--- config.mk ---
export PLATFORM = sky130hd
export DESIGN_NAME = tqv_serial_counter
export DESIGN_NICKNAME = d
export VERILOG_FILES = /design/src/rtl/tqv_counter_pkg.sv /design/src/rtl/tqv_nibble_add.sv /design/src/rtl/tqv_serial_counter.sv
export SDC_FILE = /design/constraint.sdc
export NUM_CORES = 1
export LEC_CHECK = 0
export BUFFER_PORTS_ARGS = -buffer_cell sky130_fd_sc_hd__buf_2
export CAP_MARGIN = 20
export CORE_MARGIN = 10
export CORE_UTILIZATION = 48
export DETAILED_ROUTE_END_ITERATION = 8
export HOLD_SLACK_MARGIN = 0.15
export PLACE_DENSITY = 0.66
export SYNTH_ARGS = -nofsm -noshare
export SYNTH_HDL_FRONTEND = slang
export SYNTH_HIERARCHICAL = 1
export SYNTH_SLANG_ARGS = --single-unit
--- constraint.sdc ---
create_clock -name clk -period 6 [get_ports clk]
set_input_delay 0.9 -clock clk [delete_from_list [all_inputs] [get_ports clk]]
set_output_delay 0.9 -clock clk [all_outputs]
set_load 0.02 [all_outputs]
--- src/rtl/tqv_counter_pkg.sv ---
// Shared constants and sizing helpers for the nibble-serial counter.
package tqv_counter_pkg;

    localparam int NIBBLE_W = 4;

    function automatic int calc_nibbles(input int width);
        return width / NIBBLE_W;
    endfunction

    function automatic int calc_idx_w(input int width);
        return $clog2(width / NIBBLE_W);
    endfunction

endpackage

--- src/rtl/tqv_nibble_add.sv ---
// 4-bit adder with carry-in and carry-out, one nibble of the serial datapath.
module tqv_nibble_add
    import tqv_counter_pkg::*;
(
    input  logic [NIBBLE_W-1:0] a,
    input  logic [NIBBLE_W-1:0] b,
    input  logic                cin,
    output logic [NIBBLE_W-1:0] sum,
    output logic                cout
);

    assign {cout, sum} = {1'b0, a} + {1'b0, b} + {{NIBBLE_W{1'b0}}, cin};

endmodule

--- src/rtl/tqv_serial_counter.sv ---
// Nibble-serial WIDTH-bit counter driven by an external nibble sequencer.
// Define TQV_COUNTER_CMP_EN to build in the per-pass compare/match logic.
module tqv_serial_counter
    import tqv_counter_pkg::*;
#(
    parameter  int WIDTH   = 32,
    localparam int NIBBLES = calc_nibbles(WIDTH),
    localparam int IDX_W   = calc_idx_w(WIDTH)
) (
    input  logic                clk,
    input  logic                rstn,
    input  logic [IDX_W-1:0]    nibble_idx,
    input  logic                add,
    input  logic [NIBBLE_W-1:0] step,
    input  logic                load,
    input  logic [NIBBLE_W-1:0] load_data,
    input  logic [NIBBLE_W-1:0] cmp_data,
    output logic [NIBBLE_W-1:0] data,
    output logic                wrap,
    output logic                match
);

    logic [WIDTH-1:0]    value;
    logic                carry;
    logic [NIBBLE_W-1:0] cur;
    logic [NIBBLE_W-1:0] addend;
    logic [NIBBLE_W-1:0] sum;
    logic [NIBBLE_W-1:0] new_nib;
    logic                cin;
    logic                cout;
    logic                first;
    logic                last;

    assign first = (nibble_idx == '0);
    assign last  = (nibble_idx == IDX_W'(NIBBLES - 1));

    always_comb begin
        cur = '0;
        for (int i = 0; i < NIBBLES; i++)
            if (nibble_idx == IDX_W'(i)) cur = value[i*NIBBLE_W +: NIBBLE_W];
    end

    // Nibble 0 takes the step as its addend; later nibbles ripple the stored carry.
    assign addend = (first && add) ? step : '0;
    assign cin    = !first && carry;

    tqv_nibble_add u_add (
        .a    (cur),
        .b    (addend),
        .cin  (cin),
        .sum  (sum),
        .cout (cout)
    );

    assign new_nib = load ? load_data : sum;
    assign data    = rstn ? new_nib : '0;

    always_ff @(posedge clk) begin
        if (!rstn) begin
            value <= '0;
            carry <= 1'b0;
            wrap  <= 1'b0;
        end else begin
            for (int i = 0; i < NIBBLES; i++)
                if (nibble_idx == IDX_W'(i)) value[i*NIBBLE_W +: NIBBLE_W] <= new_nib;
            // A loaded nibble breaks the carry chain, which also suppresses wrap.
            carry <= !load && cout;
            wrap  <= last && !load && cout;
        end
    end

`ifdef TQV_COUNTER_CMP_EN
    logic acc;
    logic acc_next;

    assign acc_next = (first || acc) && (new_nib == cmp_data);

    always_ff @(posedge clk) begin
        if (!rstn) begin
            acc   <= 1'b0;
            match <= 1'b0;
        end else begin
            acc   <= acc_next;
            match <= last && acc_next;
        end
    end
`else
    logic unused_cmp;
    assign unused_cmp = ^cmp_data;
    assign match      = 1'b0;
`endif

endmodule
# Word level (Yosys, flattened, before mapping)
# Cells that the tools add are included.
# op_classes
n_mux	11
eq_ne	7
add_sub_neg	2
n_reduce_logical	8
# ops
op	n
$mux W4	11
$eq A3 B3 Y1 const B	4
$eq A3 B2 Y1 const B	2
$add A4 B4 Y5	1
$add A5 B1 Y5	1
$logic_and A1 B1 Y1	5
$eq A3 B1 Y1 const B	1
$logic_not A3 Y1	1
$logic_not A1 Y1	2
# word_totals
output_inout_bits	6
elab_cells	38
register_bits	34

# Depth between registers and ports, before layout
# logic_depth
ltp_word	13
ltp_mapped	15

# By module
# Netlist, hierarchy kept.
# modules_own_cells
mod	seq_area_each_um2	n_inst	area_per_inst_um2	cells_each
tqv_serial_counter	680.7	1	1846.8	181
tqv_nibble_add	0.0	1	143.9	16

# Least setup slack after synthesis
# OpenSTA, ideal clock, no wires.
# synth_path
path_type	input to output
startpoint	input port nibble_idx[0]
endpoint	output port data[1]
required_time_ps	5100
cell_stages	10
path_slack_ps	1947
arrival_ps	3153
path_buffers	1
cell_sequence	buf_4 -> mux4_1 -> nor2_1 -> a31oi_1 -> fa_1 -> inv_1 -> fa_1 -> inv_1 -> mux2i_4 -> nor2b_1
# synth_via
elab_chain_cells	13
word_cells_on_any_way	24
classes_between	add/sub (2); eq/ne (7); mux (11); reduce/logical (4)
# synth_rtl
element	line_no	text
start: declaration	tqv_serial_counter.sv:12	input logic [IDX_W-1:0] nibble_idx,
$logic_not A3 Y1	tqv_serial_counter.sv:40	if (nibble_idx == IDX_W'(i)) cur = value[i*NIBBLE_W +: NIBBLE_W];
$mux W4 (7 in series)	tqv_serial_counter.sv:40	
$mux W4 *	tqv_serial_counter.sv:40	
net cur[0]	tqv_serial_counter.sv:25	logic [NIBBLE_W-1:0] cur;
$add A4 B4 Y5 *	tqv_nibble_add.sv:12	assign {cout, sum} = {1'b0, a} + {1'b0, b} + {{NIBBLE_W{1'b0}}, cin};
$add A5 B1 Y5 *	tqv_nibble_add.sv:12	
net sum[1]	tqv_serial_counter.sv:27	logic [NIBBLE_W-1:0] sum;
$mux W4 *	tqv_serial_counter.sv:55	assign new_nib = load ? load_data : sum;
$mux W4 *	tqv_serial_counter.sv:56	assign data = rstn ? new_nib : '0;
end: declaration	tqv_serial_counter.sv:18	output logic [NIBBLE_W-1:0] data,
# The timed path passes the listed nets; every way through them passes the cells marked *.

# Worst setup path after layout
# layout_path
startpoint	input port nibble_idx[0]
endpoint	output port data[3]
# Same word-level chain as after synthesis.

==> impl_metrics.yaml <==
global_routing:
  grt_pass1_wl_mm: 6.88
  grt_pass1_vias: 1411
  grt_max_degree: 38
  antenna_found_initial: 0
  gr-usage-all-layers_pct: 11.9
  gr-total-overflow: 0
logic_synthesis:
  synth-seq-area-share_pct: 34.2
  async_flop_share_pct: 0
  synth_top_flop_cell: "dfxtp_1"
  synth_commonest_cells: "dfxtp_1 (34), nand2_1 (34), o211a_1 (32)"
  synth_top_area_share_pct: 34.2
  mappedNetlistNets: 221
  yosys.area.top_type: "dfxtp_1"
  synth_edf_count: 0
  synth.distinct_cells: 35
  syn_inst: 197
  synth_seq_cells: 34
  syn_avg_cell_area_sq_um: 10.1
  synth.cell_area_sq_um: 1990
  synth_area_leaders: "dfxtp_1 (34%), o211a_1 (16%), nand2_1 (6.4%)"
  yosys_warnings: 6
clock_network:
  ctsResizeCount: 0
  root_buffer: "clkbuf_8"
  postCtsSetupBuffers: 0
  clock_latency_ps: 300
  max-clock-path-buffers: 2
  cts_tree: "done"
  cts_buffers: 5
  cts_hold_buf: 0
  cts_sinks: 34
  htreeDepth: 2
  clk_pin_slew_worst_paths_ps: 70
critical_path:
  r2r-start: "value[20]"
  max_stage_delay_ps: 630
  worstPathMaxFanout: 26
  path_cells: "buf_2 -> mux4_1 -> nor2_1 -> a31oi_1 -> fa_1 -> a21o_1 -> a21oi_2 -> xnor2_1 -> mux2i_4 -> nor2b_1 -> buf_2"
  worst-endpoint-arrival_ps: 3700
  cp-start-kind: "primary input"
  crit_top_cell: "buf_2"
  end_kind: "output port"
  path_class: "in2out"
  worstSetupStartpoint: "nibble_idx[0]"
  cpMaxStageDelayCell: "mux4_1"
  required_ps: 5100
route:
  via_count: 1473
  first_pass_iters: 4
  ant_nets: 0
  wl_mm: 4.27
  drc_errors: 0
  vias_per_cell: 5.73
  drt_iter0_drc: 150
  routedWlPerCell_um: 16.6
placement:
  place.gp.congestion: 0.819
  dpl.cell_count: 249
  place_hpwl_mm: 3.05
  io_buffers: 19
timing:
  clock_skew_ps: 6.83
  rsz0062_at_grt: "no"
  hold_viol: 0
  slew_headroom_pct: 57.9
  fmax_ghz: 0.217
  setup-violations-final: 0
  final-max-slew-violation-count: 0
  fin_crit_ps: 4600
  fin_setup_tns_ps: 0
  worst_slew_pin_slew_ps: 632
  post-route-period-util_pct: 76.7
worst_hold_path:
  hp-class: "reg2reg"
  hold_start: "value[25]"
floorplanning:
  die_h_um: 84.4
  rows: 23
  io_pins: 25
  initial_core_util_pct: 49.8
  fp.dieW_um: 84.4
  core-area_sq_um: 4000
  die_area_sq_um: 7120
cells_and_area:
  fill_cells: 342
  seq_area_sq_um: 681
  drive_gt1_share_pct: 20.8
  antenna-diode-count: 0
  syn2layout_area_growth_pct: 7.98
  fin_nets: 230
  instances_no_fill: 257
  multi_input_area_sq_um: 1170
  final_core_util_pct: 53.7
power_and_ir_drop:
  power.leakage_nw: 1.21
  power_density_nw_per_um2: 252
  power.total_mw: 0.541
  ir_drop_mv: 0.129
job:
  maxCapViolCount: 0
outcome:
  status: "complete, no violations"
layout make-up:
cell class | count | area share, %
clock buffers | 5 | 3.20
clock inverters | 3 | 2.10
inverters | 7 | 1.22
multi-input cells | 139 | 54.5
flip-flops and latches | 34 | 31.7
well taps | 50 | 2.91
repair buffers | 19 | 4.42
registers in the layout, summed over array words and instances (netlist names):
name   flops
value     32
wrap       1
carry      1
power by group:
part / total, mW / internal, mW / leakage, nW / switching (mW)
clock network: 0.213 / 0.123 / 0.0504 / 0.0891
registers: 0.244 / 0.237 / 0.278 / 0.00676
logic: 0.0845 / 0.0360 / 0.885 / 0.0485
cell usage in the layout, fill, tap and decap left out, types with 3 or more instances in the layout:
master	synthesis	layout
inv_1	7	7
dfxtp_1	34	34
a31oi_1	6	6
nor3b_1	3	3
o21ai_0	9	9
mux2i_1	4	4
mux2i_4	4	4
o211a_1	32	32
buf_2	6	19
and3_1	4	4
ha_1	3	3
nor2_1	4	4
clkbuf_8	0	5
nor2b_1	7	7
nor3b_4	3	3
mux4_1	3	3
nand2_1	34	34
and2b_4	3	3
a21o_1	4	4
cell families after synthesis:
| kind of cell | synth area share (%) |
|---|---|
| compound gates | 22.6 |
| mux | 11.6 |
| flops | 34.2 |
| buf+inv | 6.98 |
| xor+xnor | 0.880 |
| simple gates | 19.6 |
| other cells | 0.188 |
| fa+ha+maj | 3.90 |
critical path, delay by kind of cell:
family | cells | cell delay [ps]
buffers and inverters | 2 | 610
XOR/XNOR | 1 | 110
AND/OR/NAND/NOR | 2 | 180
adder cells (fa/ha/maj) | 1 | 460
AO/OA/AOI/OAI | 3 | 440
multiplexers | 2 | 990
path summary, 6_finish.rpt:
check                    to  cells after the start  slack, ps
setup / recovery    data[3]                     11       1400
hold / removal    value[25]                      1        500
setup reg to reg   value[3]                     10       3350
hold reg to reg   value[25]                      1        500
layer usage:
layer  GRT usage (%)  wire length, um  up-vias
met2            18.0             1960       45
li1                -                -      727
met4            4.34               55        0
met3            4.93              381        8
met1            14.8             1870      693
met5               0                0        -
stage by stage:
| stage | setup slack, ps | hold WS [ps] | cell area (sq um) |
|---|---|---|---|
| floorplan | 1950 | 464 | 1990 |
| global placement | 1440 | 475 | 2040 |
| detailed placement | 1390 | 483 | 2040 |
| CTS | 1390 | 501 | 2150 |
| global route | 1210 | 511 | 2150 |
| finish | 1400 | 499 | 2150 |
Note: power is estimated with default switching activity, not from simulation.
